==> config.mk <==
export PLATFORM = sky130hd
export DESIGN_NAME = smc_reg_router
export DESIGN_NICKNAME = d
export VERILOG_FILES = /design/src/rtl/smc_pkg.sv /design/src/rtl/smc_tx_mux.sv /design/src/rtl/smc_reg_router.sv
export SDC_FILE = /design/constraint.sdc
export NUM_CORES = 1
export LEC_CHECK = 0
export BUFFER_PORTS_ARGS = -buffer_cell sky130_fd_sc_hd__clkbuf_2
export CAP_MARGIN = 5
export CELL_PAD_IN_SITES_DETAIL_PLACEMENT = 0
export CELL_PAD_IN_SITES_GLOBAL_PLACEMENT = 1
export CORE_UTILIZATION = 30
export CTS_CLUSTER_DIAMETER = 60
export DETAILED_ROUTE_END_ITERATION = 10
export PLACE_DENSITY_LB_ADDON = 0.3
export SLEW_MARGIN = 20
export SYNTH_ARGS = -nofsm -noshare
export SYNTH_HDL_FRONTEND = slang
export SYNTH_SLANG_ARGS = --single-unit
==> constraint.sdc <==
create_clock -name clk6x -period 1.89 [get_ports clk6x]
set_clock_uncertainty 0.05 [all_clocks]
set_input_delay 0.567 -clock clk6x [delete_from_list [all_inputs] [get_ports clk6x]]
set_output_delay 0.567 -clock clk6x [all_outputs]
set_load 0.01 [all_outputs]
==> src/rtl/smc_pkg.sv <==
// ----------------------------------------------------------------------------
// smc_pkg
// Shared constants for the SMC register router:
//   - register addresses of the keyboard / mouse back-end registers
//   - read value returned for unmapped registers
//   - 2-bit router FSM state encoding
//   - debug snapshot struct of the router FSM
// Optional feature macro used by the importers: SMC_MOUSE_EN.
// ----------------------------------------------------------------------------
package smc_pkg;

    localparam logic [7:0] REG_KBD_BUF  = 8'h07;
    localparam logic [7:0] REG_KBD_STAT = 8'h18;
    localparam logic [7:0] REG_KBD_CMD  = 8'h19;
    localparam logic [7:0] REG_MS_BUF   = 8'h21;
    localparam logic [7:0] NODEV_BYTE   = 8'hFF;

    localparam logic [1:0] ST_IDLE  = 2'd0;
    localparam logic [1:0] ST_ADDR  = 2'd1;
    localparam logic [1:0] ST_WDATA = 2'd2;
    localparam logic [1:0] ST_RDATA = 2'd3;

    typedef struct packed {
        logic [1:0] state;
        logic       devsel_q;
    } smc_dbg_t;

endpackage

==> src/rtl/smc_tx_mux.sv <==
// ----------------------------------------------------------------------------
// smc_tx_mux
// Combinational read-data selection and pop-target decode from the latched
// register address and the source FIFO heads.
// Ports:
//   i_reg          latched register address
//   i_kbd_code     keyboard FIFO head,   i_kbd_code_v keyboard FIFO non-empty
//   i_kbd_stat     keyboard status byte
//   i_ms_byte      mouse FIFO head,      i_ms_byte_v  mouse FIFO non-empty
//   o_txbyte       byte to transmit
//   o_kbd_pop_ok   a consumed byte must pop the keyboard FIFO
//   o_ms_pop_ok    a consumed byte must pop the mouse FIFO
// Macro SMC_MOUSE_EN: when undefined the mouse register reads as NODEV_BYTE
// and never requests a pop.
// ----------------------------------------------------------------------------
module smc_tx_mux
    import smc_pkg::*;
(
    input  logic [7:0] i_reg,
    input  logic [7:0] i_kbd_code,
    input  logic       i_kbd_code_v,
    input  logic [7:0] i_kbd_stat,
    input  logic [7:0] i_ms_byte,
    input  logic       i_ms_byte_v,
    output logic [7:0] o_txbyte,
    output logic       o_kbd_pop_ok,
    output logic       o_ms_pop_ok
);

`ifndef SMC_MOUSE_EN
    // Mouse source is not routed in this build.
    logic w_unused_ms;
    assign w_unused_ms = ^{i_ms_byte, i_ms_byte_v};
`endif

    always_comb begin
        o_txbyte     = NODEV_BYTE;
        o_kbd_pop_ok = 1'b0;
        o_ms_pop_ok  = 1'b0;
        case (i_reg)
            REG_KBD_BUF: begin
                // An empty FIFO sends 0x00 and must not be popped.
                o_txbyte     = i_kbd_code_v ? i_kbd_code : 8'h00;
                o_kbd_pop_ok = i_kbd_code_v;
            end
            REG_KBD_STAT: begin
                o_txbyte = i_kbd_stat;
            end
`ifdef SMC_MOUSE_EN
            REG_MS_BUF: begin
                o_txbyte    = i_ms_byte_v ? i_ms_byte : 8'h00;
                o_ms_pop_ok = i_ms_byte_v;
            end
`endif
            default: begin
                o_txbyte = NODEV_BYTE;
            end
        endcase
    end

endmodule

==> src/rtl/smc_reg_router.sv <==
// ----------------------------------------------------------------------------
// smc_reg_router
// Register-level controller between the SMC I2C slave and the PS/2 keyboard
// and mouse hosts. The first byte of an I2C write selects the register; the
// following write bytes go to the keyboard command register when addressed.
// Reads return the addressed source and pop it once per consumed byte.
// Ports:
//   clk6x, resetn               clock, asynchronous active-low reset
//   devsel_i, rw_bit_i          I2C slave selected, 1=read / 0=write
//   rxbyte_i, rxbyte_v_i        received byte and its 1T valid
//   txbyte_o, txbyte_deq_i      byte to send (combinational), 1T consumed
//   kbd_code_i/_v_i/_rd_o       keyboard FWFT FIFO head, non-empty, 1T pop
//   kbd_stat_i                  keyboard status byte
//   kbd_cmd_o/_v_o, kbd_cmd_busy_i  keyboard command byte, 1T valid, busy
//   ms_byte_i/_v_i/_rd_o        mouse FWFT FIFO head, non-empty, 1T pop
//   reg_o                       latched register address
//   cmd_drop_o                  sticky: a keyboard command was dropped
// Handshake: every *_v/_deq/_rd strobe is a single-cycle pulse; a pop or
// command pulse is registered, so it appears the cycle after its cause, and a
// source must present its new head/valid within one cycle of being popped.
// Macro SMC_MOUSE_EN enables the mouse buffer register; otherwise it reads
// as 0xFF and ms_byte_rd_o is tied low.
// ----------------------------------------------------------------------------
module smc_reg_router
    import smc_pkg::*;
(
    input  logic       clk6x,
    input  logic       resetn,
    input  logic       devsel_i,
    input  logic       rw_bit_i,
    input  logic [7:0] rxbyte_i,
    input  logic       rxbyte_v_i,
    output logic [7:0] txbyte_o,
    input  logic       txbyte_deq_i,
    input  logic [7:0] kbd_code_i,
    input  logic       kbd_code_v_i,
    output logic       kbd_code_rd_o,
    input  logic [7:0] kbd_stat_i,
    output logic [7:0] kbd_cmd_o,
    output logic       kbd_cmd_v_o,
    input  logic       kbd_cmd_busy_i,
    input  logic [7:0] ms_byte_i,
    input  logic       ms_byte_v_i,
    output logic       ms_byte_rd_o,
    output logic [7:0] reg_o,
    output logic       cmd_drop_o
);

    logic       r_devsel_q;
    logic [1:0] r_state;
    logic [7:0] r_reg;
    logic       r_cmd_drop;
    logic       r_kbd_rd;
    logic [7:0] r_kbd_cmd;
    logic       r_kbd_cmd_v;

    logic       w_rise;
    logic       w_deq_fire;
    logic       w_kbd_pop_ok;
    logic       w_ms_pop_ok;
    smc_dbg_t   w_dbg;

    assign w_rise = devsel_i & ~r_devsel_q;

    // A deq counts only while a read is in progress and not superseded by a
    // new start or a deselect in the same cycle.
    assign w_deq_fire = devsel_i & ~w_rise & (r_state == ST_RDATA) & txbyte_deq_i;

    // FSM snapshot for checkers.
    assign w_dbg.state    = r_state;
    assign w_dbg.devsel_q = r_devsel_q;

    smc_tx_mux u_tx_mux (
        .i_reg        (r_reg),
        .i_kbd_code   (kbd_code_i),
        .i_kbd_code_v (kbd_code_v_i),
        .i_kbd_stat   (kbd_stat_i),
        .i_ms_byte    (ms_byte_i),
        .i_ms_byte_v  (ms_byte_v_i),
        .o_txbyte     (txbyte_o),
        .o_kbd_pop_ok (w_kbd_pop_ok),
        .o_ms_pop_ok  (w_ms_pop_ok)
    );

    always_ff @(posedge clk6x or negedge resetn) begin
        if (!resetn) begin
            r_devsel_q  <= 1'b0;
            r_state     <= ST_IDLE;
            r_reg       <= 8'h00;
            r_cmd_drop  <= 1'b0;
            r_kbd_rd    <= 1'b0;
            r_kbd_cmd   <= 8'h00;
            r_kbd_cmd_v <= 1'b0;
        end else begin
            r_devsel_q  <= devsel_i;
            r_kbd_rd    <= w_deq_fire & w_kbd_pop_ok;
            r_kbd_cmd_v <= 1'b0;

            if (!devsel_i) begin
                r_state <= ST_IDLE;
            end else if (w_rise) begin
                // Fresh start, or repeated start from any state.
                r_state <= rw_bit_i ? ST_RDATA : ST_ADDR;
            end else begin
                case (r_state)
                    ST_ADDR: begin
                        if (rxbyte_v_i) begin
                            r_reg      <= rxbyte_i;
                            r_cmd_drop <= 1'b0;
                            r_state    <= ST_WDATA;
                        end
                    end
                    ST_WDATA: begin
                        if (rxbyte_v_i && (r_reg == REG_KBD_CMD)) begin
                            if (kbd_cmd_busy_i) begin
                                r_cmd_drop <= 1'b1;
                            end else begin
                                r_kbd_cmd   <= rxbyte_i;
                                r_kbd_cmd_v <= 1'b1;
                            end
                        end
                    end
                    default: begin
                        // IDLE ignores byte strobes; RDATA pops are handled
                        // through w_deq_fire.
                    end
                endcase
            end
        end
    end

`ifdef SMC_MOUSE_EN
    logic r_ms_rd;

    always_ff @(posedge clk6x or negedge resetn) begin
        if (!resetn) begin
            r_ms_rd <= 1'b0;
        end else begin
            r_ms_rd <= w_deq_fire & w_ms_pop_ok;
        end
    end

    assign ms_byte_rd_o = r_ms_rd;
`else
    logic w_unused_ms_pop;
    assign w_unused_ms_pop = w_ms_pop_ok;
    assign ms_byte_rd_o    = 1'b0;
`endif

    assign kbd_code_rd_o = r_kbd_rd;
    assign kbd_cmd_o     = r_kbd_cmd;
    assign kbd_cmd_v_o   = r_kbd_cmd_v;
    assign reg_o         = r_reg;
    assign cmd_drop_o    = r_cmd_drop;

endmodule

Yosys cells after proc, flatten, opt, wreduce, memory -nomap -nowiden
Index checks and enable logic that the tools add are counted.
W data, S select, Z words.

word-level totals
  bits in registers = 22
  bits of input ports = 41
  output and inout bits = 28
  logic and storage cells = 49

cells by class
  equality and inequality tests = 11
  multiplexer cells = 17
  bitwise operators = 8
  reductions and logical operators = 6

operators by type and width
  cell                  number
  $eq A8 B5 Y1 const B  2
  $pmux W8 S2           1
  $mux W2               5
  $mux W1               9
  $eq A8 B3 Y1 const B  1
  $mux W8               1
  $ne A2 B2 Y1 const B  3
  $ne A3 B1 Y1 const B  2
  $reduce_and A6 Y1     1
  $and A1 B1 Y1         5
  $reduce_and A5 Y1     1
  $eq A2 B2 Y1 const B  2
  $reduce_and A4 Y1     1
  $not A1 Y1            3
  $eq A2 B1 Y1 const B  1
  $pmux W1 S2           1
  $reduce_and A2 Y1     1
  $reduce_bool A2 Y1    1
  $logic_and A1 B1 Y1   1

Logic depth before layout (Yosys ltp)
Gate-level depths: netlist (run 1).

  depth in word-level cells = 7
  depth in mapped cells = 4
  mapped depth without buffers = 3

Cells and area by module
From an unflattened synthesis (run 1), not the netlist that was laid out.

second synthesis, totals
  cells, all modules = 78
  area, all modules = 1088.5 um^2

modules (own cells, without submodules)
  module          instances  cells an instance  area an instance (um^2)  seq. area each (um^2)
  smc_reg_router  1          59                 908.4                    550.5
  smc_tx_mux      1          19                 180.2                    0.0

Worst setup path before layout (run 1)
Ideal clock, no wire load.

  path type = register to output
  from = register r_reg[2], in the netlist reg_o[2]
  to = output port txbyte_o[0]
  data arrival time = 1.289 ns
  required time = 1.273 ns
  slack = -0.016 ns
  stages on the path, launching flop included = 5
  buffers on the path = 1
  path through = dfrtp_1 > and4bb_2 > buf_4 > a22o_1 > o2111ai_1

between the ends
  longest elaborated chain between the ends = 2
  elaborated cells on any way between the ends = 3
  those cells by class = eq/ne: 2; mux: 1

ends and longest elaborated chain
  what                                                 line                   text
  start: declaration                                   smc_reg_router.sv:51   logic [7:0] r_reg;
  start signal: assignment                             smc_reg_router.sv:108  r_reg <= rxbyte_i;
  $eq A8 B5 Y1 / $eq A8 B3 Y1 (equally long branches)  smc_tx_mux.sv:40       case (i_reg)
  $pmux W8 S2 (*)                                      smc_tx_mux.sv:40
  end: declaration                                     smc_reg_router.sv:33   output logic [7:0] txbyte_o,

Every way passes the cells marked *; elsewhere a longest branch is shown, timed or not.

Worst setup path after layout (run 1)
  from = register r_reg[2], in the netlist reg_o[2]
  to = output port txbyte_o[4]

The elaborated chain is that of the path after synthesis.

==> reports/results.ini, run 1 <==
[critical_path]
crit_path_max_fanout=5
critical_path.reg2reg.endpoint=kbd_cmd_o[3]
required_ns=1.27
r2r_cells=5
cp_delay_by_family_top=simple AND/OR/NAND/NOR gates
timing.critical_path.to_type=primary output
worst_r2r_startpoint=reg_o[5]
path_buf_inv=1
worstPathCellList=and4bb_2 -> nand2_2 -> o2111ai_4 -> buf_2
critical_path_class=flop to primary output
cpMaxStageDelayCell=sky130_fd_sc_hd__dfrtp_1
cp-start-kind=flop
cp_data_arrival_time_ns=1.51
regToRegSetupSlack_ns=0.29
setup.worst_path.end=txbyte_o[4]
cp.depth=4
cp_slowest_stage_delay_ns=0.40
critical_path.startpoint=reg_o[2]

[timing]
fin_ws_ns=-0.2360
setup_violations=8
timing.final.hold_violations=0
holdWs_ns=0.2182
grt_setup_unrepaired=true
slew-limit-headroom_pct=64.43
worst_slew_pin_slew_ns=0.5336
fmaxAchievable_mhz=470.4
min_period_over_period_pct=112.5
slew_violations=0
final_setup_tns_ns=-1.758
post-route-min-period_ns=2.126

[min_path]
min_path_type=primary input to async pin

[finish]
finish.instance_area_mm2=0.001663
multi_input_comb_area_um2=560.5
mostFrequentLayoutCells=50 x sky130_fd_sc_hd__clkbuf_2, 22 x sky130_fd_sc_hd__dfrtp_1, 17 x sky130_fd_sc_hd__mux2_2
fraction_of_layout_cells_with_a_size_suffix_above_1_pct=64.02
filler_cells_inserted=337
final_nets=206
n_antenna_cell=0
fin_util_pct=48.31
area.growth.synth_to_final_pct=49.33
mostFrequentLayoutCell=sky130_fd_sc_hd__clkbuf_2
reg_area_um2=550.5

[placement]
postPlaceCellArea_mm2=0.001504
dp_hpwl_um=2114
gp_congestion=0.7843
number_of_buffer_cells_added_on_primary_ports=58

[detailed_routing]
drt-wirelength-per-cell_um=12.54
antenna_violating_nets_post_route=0
detail_route.iter0.violations=22
routed_wl_um=2633
drt_first_pass_iters=4
via_count_normalized_by_instance_count=4.871
drt_drc_violations_left=0
vias=1023

[clock_network]
max-clock-path-buffers=2
clock_tree.htree_level_count=1
clock_pin_slew_worst_setup_and_hold_paths_ns=0.08
cts_tree=done
cts-buffers-inserted=3
ctsHoldBuffers=0
numClockSinks=22
insertion_delay_ns=0.26
clockRootBuffer=sky130_fd_sc_hd__clkbuf_8

[floorplanning]
standard_cell_rows=21
io_pins=69
floorplan.die.width_um=62.93
initial_core_utilization_pct=32.35
die_height_um=62.93
die_area_mm2=0.003960
core_area_mm2=0.003442

[yosys]
yosys.cell_types.count=27
syn-cell-area_mm2=0.001114
synth_top_area_cell=sky130_fd_sc_hd__dfrtp_1
syn-num-nets=136
synth_area_leaders=sky130_fd_sc_hd__dfrtp_1 49%, sky130_fd_sc_hd__mux2_2 17%, sky130_fd_sc_hd__o2111ai_1 3.9%
yosys.area.top_type_share_pct=49.44
postSynthCellCount=95
yosys_warnings=0
synth.avg_cell_area_um2=11.72
synth.ff_latch_count=22
ys_seq_area_share_pct=49.44

[global_route]
gr-max-usage-layer=met2
grt_first_pass_wirelength_um=4457
number_of_global_route_vias_before_repair=996
grtUsageTotal_pct=14.43
grt_max_degree=23
grt_residual_overflow=0
antenna_found_initial=0
met3_usage_pct=3.102
met1_use_gr_pct=17.10
use_met2_pct=24.46

[power]
internal_power_mw=0.9501
power_leakage_nw=0.8311
comb_power_share_pct=33.1
p_per_area_mw_per_mm2=822.2
proportion_of_total_power_due_to_net_switching_pct=30.50
total_switching_power_mw=0.4170
finalPower_mw=1.367
power_frac_clock_pct=24.3
vdd.ir_drop.worst_uv=376.7
seq_power_share_pct=42.7

[run_status]
run_status=finished with violations
violations=setup timing

[run]
timing.max_cap.violations=0

==> registers in the layout, indices dropped and copies added, names as in the netlist <==
name and count:
r_state 2, r_devsel_q 1, kbd_cmd_o 8, kbd_cmd_v_o 1, kbd_code_rd_o 1, reg_o 8, cmd_drop_o 1
==> worst min-delay path by stage <==
stage	startpoint	endpoint	slack (ns)	cells after the start
after floorplan	resetn	cmd_drop_o	0.22	0
after global placement	r_devsel_q	r_state[0]	0.44	1
after detailed placement	kbd_cmd_o[7]	kbd_cmd_o[7]	0.45	1
after CTS	resetn	r_devsel_q	0.24	1
after global routing	resetn	r_devsel_q	0.25	1
final	resetn	r_devsel_q	0.22	1
==> area by class of cell <==
class | instances | share of cell area, %
multi-input combinational | 59 | 33.71
sequential | 22 | 33.11
timing repair buffer | 70 | 24.38
tap | 46 | 3.461
clock buffer | 4 | 3.311
inverter | 9 | 2.032
==> Yosys cell counts, drive strengths merged <==
| master | number |
|---|---|
| and3 | 1 |
| conb | 1 |
| and4b | 1 |
| and3b | 1 |
| o2111ai | 5 |
| nor3 | 1 |
| mux2 | 17 |
| and4 | 1 |
| nand3 | 8 |
| nand4 | 6 |
| nor4 | 1 |
| nor2b | 2 |
| a21o | 1 |
| nor2 | 1 |
| nand2 | 3 |
| o22ai | 1 |
| buf | 5 |
| a22o | 1 |
| nand3b | 3 |
| dfrtp | 22 |
| inv | 9 |
| a21boi | 1 |
| and4bb | 2 |
| o21ai | 1 |
==> layer usage <==
| metal | share of wire [%] | vias up | wire length, um |
|---|---|---|---|
| met5 | 0 | - | 0 |
| met4 | 1.9 | 0 | 50 |
| met3 | 7.6 | 5 | 201 |
| met2 | 48 | 43 | 1276 |
| met1 | 42 | 488 | 1105 |
| li1 | - | 487 | - |
==> what timing repair did <==
action	4_1_cts	5_1_grt
gates resized for setup	7	11
setup endpoints to repair	8	8
gates cloned	0	0
buffers inserted	4	1
pin swaps	7	11
==> through the flow <==
step	setup slack, ns	instances
2_1_floorplan	0.03395	95
3_3_place_gp	-0.2566	201
3_5_place_dp	-0.2900	201
4_1_cts	-0.2525	209
5_1_grt	-0.3198	210
6_report	-0.2360	210
==> kinds of logic (layout without fill, tap and decap cells) <==
| family | count (synthesis) | in the layout | synth area share [%] |
|---|---|---|---|
| compound gates | 10 | 10 | 7.079 |
| buf+inv | 14 | 83 | 5.842 |
| flops | 22 | 22 | 49.44 |
| mux | 17 | 17 | 17.19 |
| other cells | 1 | 1 | 0.3368 |
| simple gates | 31 | 31 | 20.11 |
==> power groups by stage <==
| stage | Combinational [mW] | Sequential [mW] | Clock [mW] |
|---|---|---|---|
| finish | 0.452 | 0.583 | 0.332 |
| detailed placement | 0.364 | 0.599 | 0 |
| CTS | 0.423 | 0.583 | 0.342 |
| global placement | 0.356 | 0.595 | 0 |
| floorplan | 0.161 | 0.618 | 0 |
| global route | 0.492 | 0.595 | 0.361 |
Power figures use the tool's default switching activity.
==> inputs of run 2 (changes only) <==
CTS_CLUSTER_DIAMETER = 30   (was 60)
RECOVER_POWER = 50   (was default)
==> reports/results.ini, run 2 (synthesis results as in run 1) <==
[run_status]
run_status=finished with violations
violations=setup timing

[floorplanning]
initial_core_utilization_pct=32.35  ; unchanged
floorplan.die.width_um=62.93  ; unchanged
die_area_mm2=0.003960  ; unchanged
io_pins=69  ; unchanged
core_area_mm2=0.003442  ; unchanged
standard_cell_rows=21  ; unchanged
die_height_um=62.93  ; unchanged

[detailed_routing]
via_count_normalized_by_instance_count=4.881  ; +0.20%
routed_wl_um=2634  ; about the same
drt_first_pass_iters=4  ; unchanged
drt-wirelength-per-cell_um=12.54  ; about the same
drt_drc_violations_left=0  ; unchanged
detail_route.iter0.violations=22  ; unchanged
vias=1025  ; +0.20%
antenna_violating_nets_post_route=0  ; unchanged

[run]
timing.max_cap.violations=0  ; unchanged

[power]
p_per_area_mw_per_mm2=822.7  ; about the same
internal_power_mw=0.9439  ; -0.66%
seq_power_share_pct=42.5  ; -0.2 points
power_frac_clock_pct=24.5  ; +0.2 points
finalPower_mw=1.350  ; -1.2%
power_leakage_nw=0.8078  ; -2.8%
vdd.ir_drop.worst_uv=371.5  ; -1.4%
comb_power_share_pct=33.0  ; about the same
proportion_of_total_power_due_to_net_switching_pct=30.11  ; -0.39 points
total_switching_power_mw=0.4066  ; -2.5%

[timing]
timing.final.hold_violations=0  ; unchanged
setup_violations=8  ; unchanged
grt_setup_unrepaired=true
holdWs_ns=0.4272  ; +0.2089 ns
worst_slew_pin_slew_ns=1.144  ; +0.6101 ns
fmaxAchievable_mhz=470.3  ; about the same
slew_violations=0  ; unchanged
fin_ws_ns=-0.2362  ; -0.0002030 ns
slew-limit-headroom_pct=23.75  ; -41 points
min_period_over_period_pct=112.5  ; about the same
post-route-min-period_ns=2.126  ; +0.0002030 ns

[critical_path]
required_ns=1.27  ; about the same
path_buf_inv=1  ; unchanged
crit_path_max_fanout=5  ; unchanged
critical_path_class=flop to primary output
cp_slowest_stage_delay_ns=0.40  ; about the same
timing.critical_path.to_type=primary output
cpMaxStageDelayCell=sky130_fd_sc_hd__dfrtp_1
cp_data_arrival_time_ns=1.51  ; about the same
cp-start-kind=flop
cp_delay_by_family_top=simple AND/OR/NAND/NOR gates
worstPathCellList=and4bb_2 -> nand2_2 -> o2111ai_4 -> buf_2

[clock_network]
insertion_delay_ns=0.26  ; about the same
cts-buffers-inserted=3  ; unchanged
clock_tree.htree_level_count=1  ; unchanged
ctsHoldBuffers=0  ; unchanged
numClockSinks=22  ; unchanged
max-clock-path-buffers=2  ; unchanged
clock_pin_slew_worst_setup_and_hold_paths_ns=0.08  ; about the same
clockRootBuffer=sky130_fd_sc_hd__clkbuf_8
cts_tree=done

[placement]
gp_congestion=0.7843  ; unchanged
number_of_buffer_cells_added_on_primary_ports=58  ; unchanged
dp_hpwl_um=2114  ; unchanged
placedCellCount=201  ; unchanged
postPlaceCellArea_mm2=0.001504  ; unchanged

[min_path]
min_path_type=primary input to flop

[global_route]
antenna_found_initial=0  ; unchanged
grt_max_degree=23  ; unchanged
grt_residual_overflow=0  ; unchanged
number_of_global_route_vias_before_repair=996  ; unchanged
grtUsageTotal_pct=14.43  ; unchanged
grt_first_pass_wirelength_um=4457  ; unchanged

[finish]
finish.instance_area_mm2=0.001642  ; -1.3%
instances_no_fill=210  ; unchanged
area.growth.synth_to_final_pct=47.42
n_antenna_cell=0  ; unchanged
mostFrequentLayoutCells=45 x sky130_fd_sc_hd__clkbuf_2, 22 x sky130_fd_sc_hd__dfrtp_1, 17 x sky130_fd_sc_hd__mux2_2
final_nets=206  ; unchanged
mostFrequentLayoutCell=sky130_fd_sc_hd__clkbuf_2
fin_util_pct=47.69  ; -0.62 points
fraction_of_layout_cells_with_a_size_suffix_above_1_pct=59.76  ; -4.3 points

## run 2: cell types whose count changed in the layout (fill, tap and decap cells not counted)
| cell | delta |
|---|---|
| sky130_fd_sc_hd__buf_4 | -1 |
| sky130_fd_sc_hd__clkbuf_1 | +6 |
| sky130_fd_sc_hd__clkbuf_2 | -5 |
| sky130_fd_sc_hd__nor3_1 | +1 |
| sky130_fd_sc_hd__nor3_4 | -1 |
## run 2: timing repair
action | CTS | global route
setup buffers | 4 | 1
cloned | 0 | 0
pin swaps | 7 | 11
resized for setup | 7 | 11
setup endpoints to repair | 8 | 8
## run 2: worst paths after layout
check,slack (ns),cells past startpoint,start,to
worst max-delay path,-0.24,4,reg_o[2],txbyte_o[4]
worst min-delay path,0.43,1,devsel_i,r_devsel_q
worst max register to register,0.17,4,r_devsel_q,reg_o[3]
worst min register to register,0.46,1,kbd_cmd_o[2],kbd_cmd_o[2]
max in group asynchronous,0.65,1,resetn,kbd_cmd_o[4]
min in group asynchronous,0.46,1,resetn,r_devsel_q
## run 2: through the flow
stage,TNS (ns),setup slack (ns)
after global placement,-1.912,-0.2566
after detailed placement,-2.072,-0.2900
after global routing,-2.762,-0.3198
after floorplan,0,0.03395
final,-1.760,-0.2362
after CTS,-1.922,-0.2525
## run 2: power groups by stage
stage	registers (mW)	logic, mW	clock network [mW]
2_1_floorplan	0.618	0.161	0
3_3_place_gp	0.595	0.356	0
3_5_place_dp	0.599	0.364	0
4_1_cts	0.583	0.423	0.342
5_1_grt	0.586	0.486	0.361
6_report	0.574	0.446	0.331
## run 2: per-layer routing
metal	vias to the layer above	GRT usage (%)	part of all wire, %
li1	489	-	-
met2	43	24.46	48
met1	488	17.10	42
met4	0	6.977	1.9
met5	-	0	0
met3	5	3.102	7.5
## run 2: area by class of cell
class                   instances  area (um^2)
multi-input cells              59        549.3
inverters                       9        33.78
repair buffers                 70        395.4
flip-flops and latches         22        550.5
well taps                      46        57.56
fillers                       346         1800
clock buffers                   4        55.05
